$ cat config.mk
export PLATFORM = sky130hd
export DESIGN_NAME = tx_packet_sequencer_flat
export DESIGN_NICKNAME = d
export VERILOG_FILES = /design/src/rtl/tx_packet_sequencer_if.sv /design/src/rtl/tx_packet_sequencer.sv /design/src/flat_wrapper.sv
export SDC_FILE = /design/constraint.sdc
export NUM_CORES = 1
export LEC_CHECK = 0
export BUFFER_PORTS_ARGS = -buffer_cell sky130_fd_sc_hd__buf_2
export CORE_MARGIN = 3
export CORE_UTILIZATION = 45
export CTS_CLUSTER_SIZE = 24
export DETAILED_ROUTE_END_ITERATION = 12
export HOLD_SLACK_MARGIN = 0.12
export PLACE_DENSITY = 0.65
export SYNTH_ARGS = -nofsm -noshare
export SYNTH_HDL_FRONTEND = slang
export SYNTH_SLANG_ARGS = --single-unit
$ cat constraint.sdc
create_clock -name clk -period 7.25 [get_ports clk]
set_clock_uncertainty 0.2 [all_clocks]
set_input_delay 1.0875 -clock clk [delete_from_list [all_inputs] [get_ports clk]]
set_output_delay 1.0875 -clock clk [all_outputs]
set_load 0.1 [all_outputs]
$ cat src/rtl/tx_packet_sequencer_if.sv
// rtl/tx_packet_sequencer_if.sv - command, FIFO and byte-side signals of the TX packet sequencer
interface tx_packet_sequencer_if #(
    parameter int CNT_W = 7
);
    logic [2:0]       tx_packet;
    logic             tx_start;
    logic [CNT_W-1:0] buffer_occupancy;
    logic [7:0]       tx_data;
    logic             get_tx_data;
    logic [7:0]       tx_byte;
    logic             tx_byte_valid;
    logic             byte_ready;
    logic             send_eop;
    logic             eop_done;
    logic             tx_busy;
    logic             tx_done;
    logic             tx_error;

    modport master (
        input  tx_packet, tx_start, buffer_occupancy, tx_data, byte_ready, eop_done,
        output get_tx_data, tx_byte, tx_byte_valid, send_eop, tx_busy, tx_done, tx_error
    );

    modport slave (
        output tx_packet, tx_start, buffer_occupancy, tx_data, byte_ready, eop_done,
        input  get_tx_data, tx_byte, tx_byte_valid, send_eop, tx_busy, tx_done, tx_error
    );
endinterface

$ cat src/rtl/tx_packet_sequencer.sv
// rtl/tx_packet_sequencer.sv - USB TX byte-level packet sequencer (SYNC, PID, payload, CRC16, EOP)
module tx_packet_sequencer #(
    parameter int MAX_PAYLOAD = 64,
    parameter int CNT_W       = 7
) (
    input logic                   clk,
    input logic                   n_rst,
    tx_packet_sequencer_if.master bus
);
    typedef enum logic [3:0] {
        IDLE, SYNC, PID, FETCH, DATA, CRC_LO, CRC_HI, EOP, DONE
    } state_t;

    localparam logic [CNT_W-1:0] MAX_CNT = CNT_W'(MAX_PAYLOAD);

    state_t           state;
    state_t           state_next;
    logic [2:0]       ptype;
    logic [CNT_W-1:0] remaining;
    logic [15:0]      crc;
    logic [7:0]       tx_byte_r;
    logic             tx_error_r;

    logic cmd_is_data;
    logic cmd_is_hs;
    logic start_ok;
    logic start_bad;
    logic pkt_is_data;
    logic byte_state;
    logic accept;

    // Reflected CRC16 (0x8005 -> 0xA001) over one byte, LSB first
    function automatic logic [15:0] crc16_byte(input logic [15:0] c_in, input logic [7:0] d);
        logic [15:0] c;
        c = c_in ^ {8'h00, d};
        for (int i = 0; i < 8; i++) begin
            c = c[0] ? ((c >> 1) ^ 16'hA001) : (c >> 1);
        end
        return c;
    endfunction

    function automatic logic [7:0] pid_byte(input logic [2:0] t);
        case (t)
            3'b001:  return 8'hC3;
            3'b010:  return 8'h4B;
            3'b011:  return 8'hD2;
            3'b100:  return 8'h5A;
            3'b101:  return 8'h1E;
            default: return 8'h00;
        endcase
    endfunction

    assign cmd_is_data = (bus.tx_packet == 3'b001) || (bus.tx_packet == 3'b010);
    assign cmd_is_hs   = (bus.tx_packet == 3'b011) || (bus.tx_packet == 3'b100) ||
                         (bus.tx_packet == 3'b101);
    assign start_ok    = bus.tx_start && (cmd_is_hs ||
                         (cmd_is_data && (bus.buffer_occupancy <= MAX_CNT)));
    assign start_bad   = bus.tx_start && !start_ok;
    assign pkt_is_data = (ptype == 3'b001) || (ptype == 3'b010);
    assign byte_state  = (state == SYNC) || (state == PID) || (state == DATA) ||
                         (state == CRC_LO) || (state == CRC_HI);
    assign accept      = byte_state && bus.byte_ready;

    assign bus.tx_byte       = tx_byte_r;
    assign bus.tx_byte_valid = byte_state;
    assign bus.get_tx_data   = (state == FETCH);
    assign bus.send_eop      = (state == EOP);
    assign bus.tx_busy       = (state != IDLE);
    assign bus.tx_done       = (state == DONE);
    assign bus.tx_error      = tx_error_r;

    // State register
    always_ff @(posedge clk or negedge n_rst) begin
        if (!n_rst) begin
            state <= IDLE;
        end else begin
            state <= state_next;
        end
    end

    // Next-state: byte states advance only on an accepted byte
    always_comb begin
        state_next = state;
        case (state)
            IDLE:   if (start_ok) state_next = SYNC;
            SYNC:   if (accept) state_next = PID;
            PID: begin
                if (accept) begin
                    if (!pkt_is_data)          state_next = EOP;
                    else if (remaining != '0)  state_next = FETCH;
                    else                       state_next = CRC_LO;
                end
            end
            FETCH:  state_next = DATA;
            DATA:   if (accept) state_next = (remaining != '0) ? FETCH : CRC_LO;
            CRC_LO: if (accept) state_next = CRC_HI;
            CRC_HI: if (accept) state_next = EOP;
            EOP:    if (bus.eop_done) state_next = DONE;
            DONE:   state_next = IDLE;
            default: state_next = IDLE;
        endcase
    end

    // Datapath: next byte is loaded on the accepting edge so tx_byte never changes while waiting
    always_ff @(posedge clk or negedge n_rst) begin
        if (!n_rst) begin
            ptype      <= 3'b000;
            remaining  <= '0;
            crc        <= 16'hFFFF;
            tx_byte_r  <= 8'h00;
            tx_error_r <= 1'b0;
        end else begin
            tx_error_r <= (state == IDLE) && start_bad;
            case (state)
                IDLE: begin
                    if (start_ok) begin
                        ptype     <= bus.tx_packet;
                        remaining <= cmd_is_data ? bus.buffer_occupancy : '0;
                        crc       <= 16'hFFFF;
                        tx_byte_r <= 8'h80;
                    end
                end
                SYNC:   if (accept) tx_byte_r <= pid_byte(ptype);
                PID:    if (accept && pkt_is_data && remaining == '0) tx_byte_r <= ~crc[7:0];
                FETCH: begin
                    tx_byte_r <= bus.tx_data;
                    remaining <= remaining - 1'b1;
                    crc       <= crc16_byte(crc, bus.tx_data);
                end
                DATA:   if (accept && remaining == '0) tx_byte_r <= ~crc[7:0];
                CRC_LO: if (accept) tx_byte_r <= ~crc[15:8];
                default: ;
            endcase
        end
    end
endmodule

$ cat src/flat_wrapper.sv
// flat-port wrapper written by rule: the top's interface ports become plain ports
module tx_packet_sequencer_flat 
#(
    parameter int MAX_PAYLOAD = 64,
    parameter int CNT_W       = 7
)
  (clk, n_rst, bus_tx_packet, bus_tx_start, bus_buffer_occupancy, bus_tx_data, bus_byte_ready, bus_eop_done, bus_get_tx_data, bus_tx_byte, bus_tx_byte_valid, bus_send_eop, bus_tx_busy, bus_tx_done, bus_tx_error);
  tx_packet_sequencer_if #(.CNT_W(CNT_W)) bus_i ();
  input logic clk;
  input logic n_rst;
  input wire logic [$bits(bus_i.tx_packet)-1:0] bus_tx_packet;
  input wire logic [$bits(bus_i.tx_start)-1:0] bus_tx_start;
  input wire logic [$bits(bus_i.buffer_occupancy)-1:0] bus_buffer_occupancy;
  input wire logic [$bits(bus_i.tx_data)-1:0] bus_tx_data;
  input wire logic [$bits(bus_i.byte_ready)-1:0] bus_byte_ready;
  input wire logic [$bits(bus_i.eop_done)-1:0] bus_eop_done;
  output wire logic [$bits(bus_i.get_tx_data)-1:0] bus_get_tx_data;
  output wire logic [$bits(bus_i.tx_byte)-1:0] bus_tx_byte;
  output wire logic [$bits(bus_i.tx_byte_valid)-1:0] bus_tx_byte_valid;
  output wire logic [$bits(bus_i.send_eop)-1:0] bus_send_eop;
  output wire logic [$bits(bus_i.tx_busy)-1:0] bus_tx_busy;
  output wire logic [$bits(bus_i.tx_done)-1:0] bus_tx_done;
  output wire logic [$bits(bus_i.tx_error)-1:0] bus_tx_error;
  assign bus_i.tx_packet = bus_tx_packet;
  assign bus_i.tx_start = bus_tx_start;
  assign bus_i.buffer_occupancy = bus_buffer_occupancy;
  assign bus_i.tx_data = bus_tx_data;
  assign bus_i.byte_ready = bus_byte_ready;
  assign bus_i.eop_done = bus_eop_done;
  assign bus_get_tx_data = bus_i.get_tx_data;
  assign bus_tx_byte = bus_i.tx_byte;
  assign bus_tx_byte_valid = bus_i.tx_byte_valid;
  assign bus_send_eop = bus_i.send_eop;
  assign bus_tx_busy = bus_i.tx_busy;
  assign bus_tx_done = bus_i.tx_done;
  assign bus_tx_error = bus_i.tx_error;
  tx_packet_sequencer #(.MAX_PAYLOAD(MAX_PAYLOAD), .CNT_W(CNT_W)) u_core (.clk(clk), .n_rst(n_rst), .bus(bus_i));
endmodule
# After elaboration in Yosys (flattened, before gate mapping)
# Index checks and enable logic that the tools add are counted.
[totals]
in_bits = 23
output_inout_bits = 14
elab_cells = 104
ff_bits = 39
[classes]
n_reduce_logical = 28
add_sub_neg = 1
magnitude_cmp = 1
bitwise = 11
n_mux = 30
eq_ne = 27
[op_table]
columns = ["op", "count"]
rows = [
  ["$mux W16", 9],
  ["$pmux W8 S6", 1],
  ["$mux W8", 5],
  ["$pmux W8 S5", 1],
  ["$mux W4", 8],
  ["$pmux W16 S2", 1],
  ["$pmux W4 S8", 1],
  ["$not A2 Y3", 8],
  ["$eq A4 B3 Y1 const B", 4],
  ["$not A8 Y8", 2],
  ["$xor A16 B8 Y16", 1],
  ["$mux W7", 2],
  ["$pmux W7 S2", 1],
  ["$eq A3 B2 Y1 const B", 4],
  ["$eq A3 B3 Y1 const B", 4],
  ["$ne A2 B1 Y1 const B", 6],
  ["$logic_or A1 B1 Y1", 9],
  ["$eq A4 B2 Y1 const B", 2],
  ["$logic_and A1 B1 Y1", 8],
  ["$le A7 B7 Y1 const B", 1],
  ["$logic_not A7 Y1", 1],
  ["$reduce_and A7 Y1", 1],
  ["$reduce_bool A7 Y1", 1],
  ["$sub A7 B1 Y7 const B", 1],
  ["other kinds (12)", 16],
]

# Logic depth before layout (Yosys ltp)
[logic_depth]
depth_word = 18
mapped_depth = 8
ltp_nobuf = 8

# Worst setup path after synthesis
# Ideal clock, no wire load.
[synth_path]
path_kind = "register -> output"
from = "reg u_core.state[1]"
to = "out bus_send_eop"
path_buffers = 2
arrival_ns = 3.029
path_slack_ns = 2.933
required_ns = 5.963
path_stages_with_launch = 5
cell_sequence = "dfrtp_1 clkbuf_1 clkbuf_1 nand2_1 nor3_1"
[synth_via]
elab_chain_len = 1
[synth_rtl]
columns = ["item", "line", "text"]
rows = [
  ["from (decl)", "tx_packet_sequencer.sv:16", "state_t state;"],
  ["from (signal assigned)", "tx_packet_sequencer.sv:77", "state <= state_next;"],
  ["$eq A4 B3 Y1", "tx_packet_sequencer.sv:67", "assign bus.send_eop = (state == EOP);"],
  ["to (decl)", "flat_wrapper.sv:20", "output wire logic [$bits(bus_i.send_eop)-1:0] bus_send_eop;"],
]
# No other way between the ends.

# Worst setup path in the final report
[layout_path]
from = "reg u_core.state[1]"
to = "out bus_get_tx_data"
[layout_via]
elab_chain_len = 1
[layout_rtl]
columns = ["item", "line", "text"]
rows = [
  ["$eq A4 B2 Y1", "tx_packet_sequencer.sv:66", "assign bus.get_tx_data = (state == FETCH);"],
  ["to (decl)", "flat_wrapper.sv:17", "output wire logic [$bits(bus_i.get_tx_data)-1:0] bus_get_tx_data;"],
]
# No other way between the ends.

==> impl_results.md <==
- Flop2flop setup slack: 4.36 ns
- CTS Root Cell: clkbuf_8
- Worst setup path class: reg -> out
- Pre-Repair DR Iteration Count: 4
- Cell Chain, Critical Path: nand3_1 > clkinv_1 > buf_2
- RSZ-0062 raised after global routing: false
- Worst hold path type: reg -> reg
- Die height: 79.8 um
- Setup WS pre-CTS: 3.80 ns
- Routed wire per std cell: 15.6 um
- Nets: 319
- Row Count: 26
- CTS sink cnt: 39
- Post-DP HPWL: 4000 um
- Final period util: 0.474
- PostCTS Resize Cnt: 0
- Hold Startpoint: u_core.crc[9]
- First-pass GRT wire length: 9510 um
- Setup Buffers After CTS: 0
- DRC violations left: 0
- Vias in the first global route: 1987
- I/O Buffers: 36
- Total gr overflow: 0
- Chip width: 79.8 um
- TritonCTS buffer count: 5
- Worst-Margin Slew: 0.871 ns
- DR vias: 2073
- Clock-pin slew on the worst setup and hold paths: 0.08 ns
- CP Buf/Inv Count: 2
- Min Tclk post-route: 3.44 ns
- Largest fanout on the critical path: 19
- Ys flop type: dfrtp_1
- Area leader, netlist: dfrtp_1
- Total GRT Usage: 0.191
- Max frequency: 291 MHz
- Post-synth design cell area: 2450 sq um
- Share of post-route cells with drive strength above 1: 0.272
- DIE AREA: 6370 sq um
- Fin Setup TNS: 0 ns
- Critical R2R Launch: u_core.state[2]
- R2r worst-path depth: 8
- Post-CTS Hold Fix Bufs: 0
- Core Footprint: 5200 sq um
- Slowest cell on the critical path: dfrtp_1
- Post-Synthesis Cells: 265
- Average vias per placed instance: 5.70
- Max-Cap Viols: 0
- Min Hold Slack: 0.265 ns
- Number of enable flip-flop cells after synthesis: 0
- Synth Register Bits: 39
- Final count of pins violating max slew: 0
- Register area share after synthesis: 0.406
- Startpoint types: flop
- Post-synth top area share: 0.235
- Top cells by count, synth: dfrtp_1 (23), o21ai_0 (23), a21oi_1 (21), nand2_1 (21), xnor2_1 (19)
- Crit path largest cell delay: 0.70 ns
- Hold Path Sink: u_core.crc[1]
- CTS tree: yes
- Critical Path Sink Type: output pin
- Post-route setup slack: 3.81 ns
- Initial Util: 0.471
- Filler cell count: 485
- Final setup fails: 0
- Worst skew pair latency: 0.29 ns
- Slew headroom: 0.420
- ANT nets after route: 0
- Initial DRC Count: 166
- FFs w/ async S/R, synth: 1.00
- Distinct cell type count after synthesis: 47
- Critical path required time: 5.96 ns
- # diodes: 0
- Top cell family by delay on the critical path: flip-flops
- CP arrival: 2.15 ns
- Ranking of synthesized cells by area: dfrtp_1 (23%), dfstp_2 (17%), xnor2_1 (6.8%)
- Yosys Warn Count: 0
- Syn nets: 291
- Syn Area/Cell: 9.26 sq um
- Hold path depth: 2
- Drt total wl: 5690 um
- Largest net degree at the start of global routing: 40
- Htree depth: 2
- Io pins: 37
- Antenna violations before repair: 0
- Outcome: finished clean
- Final hold viol count: 0
- Capture point of the worst reg-to-reg path: u_core.remaining[5]
- Crit path from: u_core.state[1]
- GPL Wtd Cong: 0.826
- Maximum clock path buffer count: 2
- P&R area growth vs syn: 12.1%
[flip-flops by register name (all words and copies together), names as in the netlist]
name / cells
u_core.crc: 16
u_core.state: 4
u_core.ptype: 3
u_core.bus.tx_byte: 8
u_core.remaining: 7
u_core.bus.tx_error: 1
[layer usage]
layer / track usage / routed length, um
met1: 0.264 / 2720
met2: 0.302 / 2600
met3: 0.0339 / 270
met4: 0.0659 / 104
met5: 0 / 0
[worst reg2reg max path, stage by stage, from the launching register on]
cell,delay (ns)
dfrtp_1,0.62
nor2_1,0.14
nand3_1,0.42
clkinv_1,0.17
buf_4,0.27
nor3_1,0.52
and2_2,0.26
o22a_1,0.12
o22a_1,0.13
[layout make-up]
type	count	area (sq um)	area share
clock buffers	5	68.8	0.0250
repair buffers	37	188	0.0682
clock inverters	3	15.0	0.00546
inverters	10	37.5	0.0136
well taps	70	87.6	0.0318
flip-flops and latches	39	996	0.362
multi-input cells	200	1360	0.494
[cell usage in the layout (no fill, tap or decap), drive strengths merged, types with 4 or more instances in the layout]
cell,count
o21ai,26
nand2,21
dfstp,16
o221ai,5
o22a,12
a31oi,7
xnor2,20
clkbuf,5
clkinv,4
and2,6
nor3,13
inv,9
nor2,17
buf,37
mux2,11
a21oi,21
dfrtp,23
[kinds of logic (layout without fill, tap and decap cells)]
| kind of cell | Yosys count | in the layout | synth area share |
|---|---|---|---|
| adders and majority gates | 3 | 3 | 0.0153 |
| and+or+nand+nor | 76 | 76 | 0.161 |
| buffers and inverters | 26 | 55 | 0.0403 |
| AOI/OAI and AO/OA | 86 | 86 | 0.233 |
| DFF | 39 | 39 | 0.406 |
| xor gates and xnor gates | 24 | 24 | 0.0943 |
| muxes | 11 | 11 | 0.0505 |
[per-stage QoR]
stage | utilization | instance area [sq um] | cells
global placement | 0.513 | 2670 | 356
detailed placement | 0.513 | 2670 | 356
finish | 0.529 | 2750 | 364
global route | 0.529 | 2750 | 364
floorplan | - | 2450 | 265
CTS | 0.529 | 2750 | 364
[how the worst max path moves through the flow]
stage | end | slack [ns] | cells after the start
after floorplan | bus_send_eop | 2.93 | 4
after global placement | u_core.bus.tx_byte[3] | 3.84 | 7
after detailed placement | u_core.bus.tx_byte[7] | 3.80 | 7
after CTS | bus_get_tx_data | 3.79 | 3
after global routing | bus_get_tx_data | 3.56 | 3
final | bus_get_tx_data | 3.81 | 3
Power is left out: the tool's default activity adds up to more than one toggle a clock period on the data nets, which glitch-free logic cannot reach.
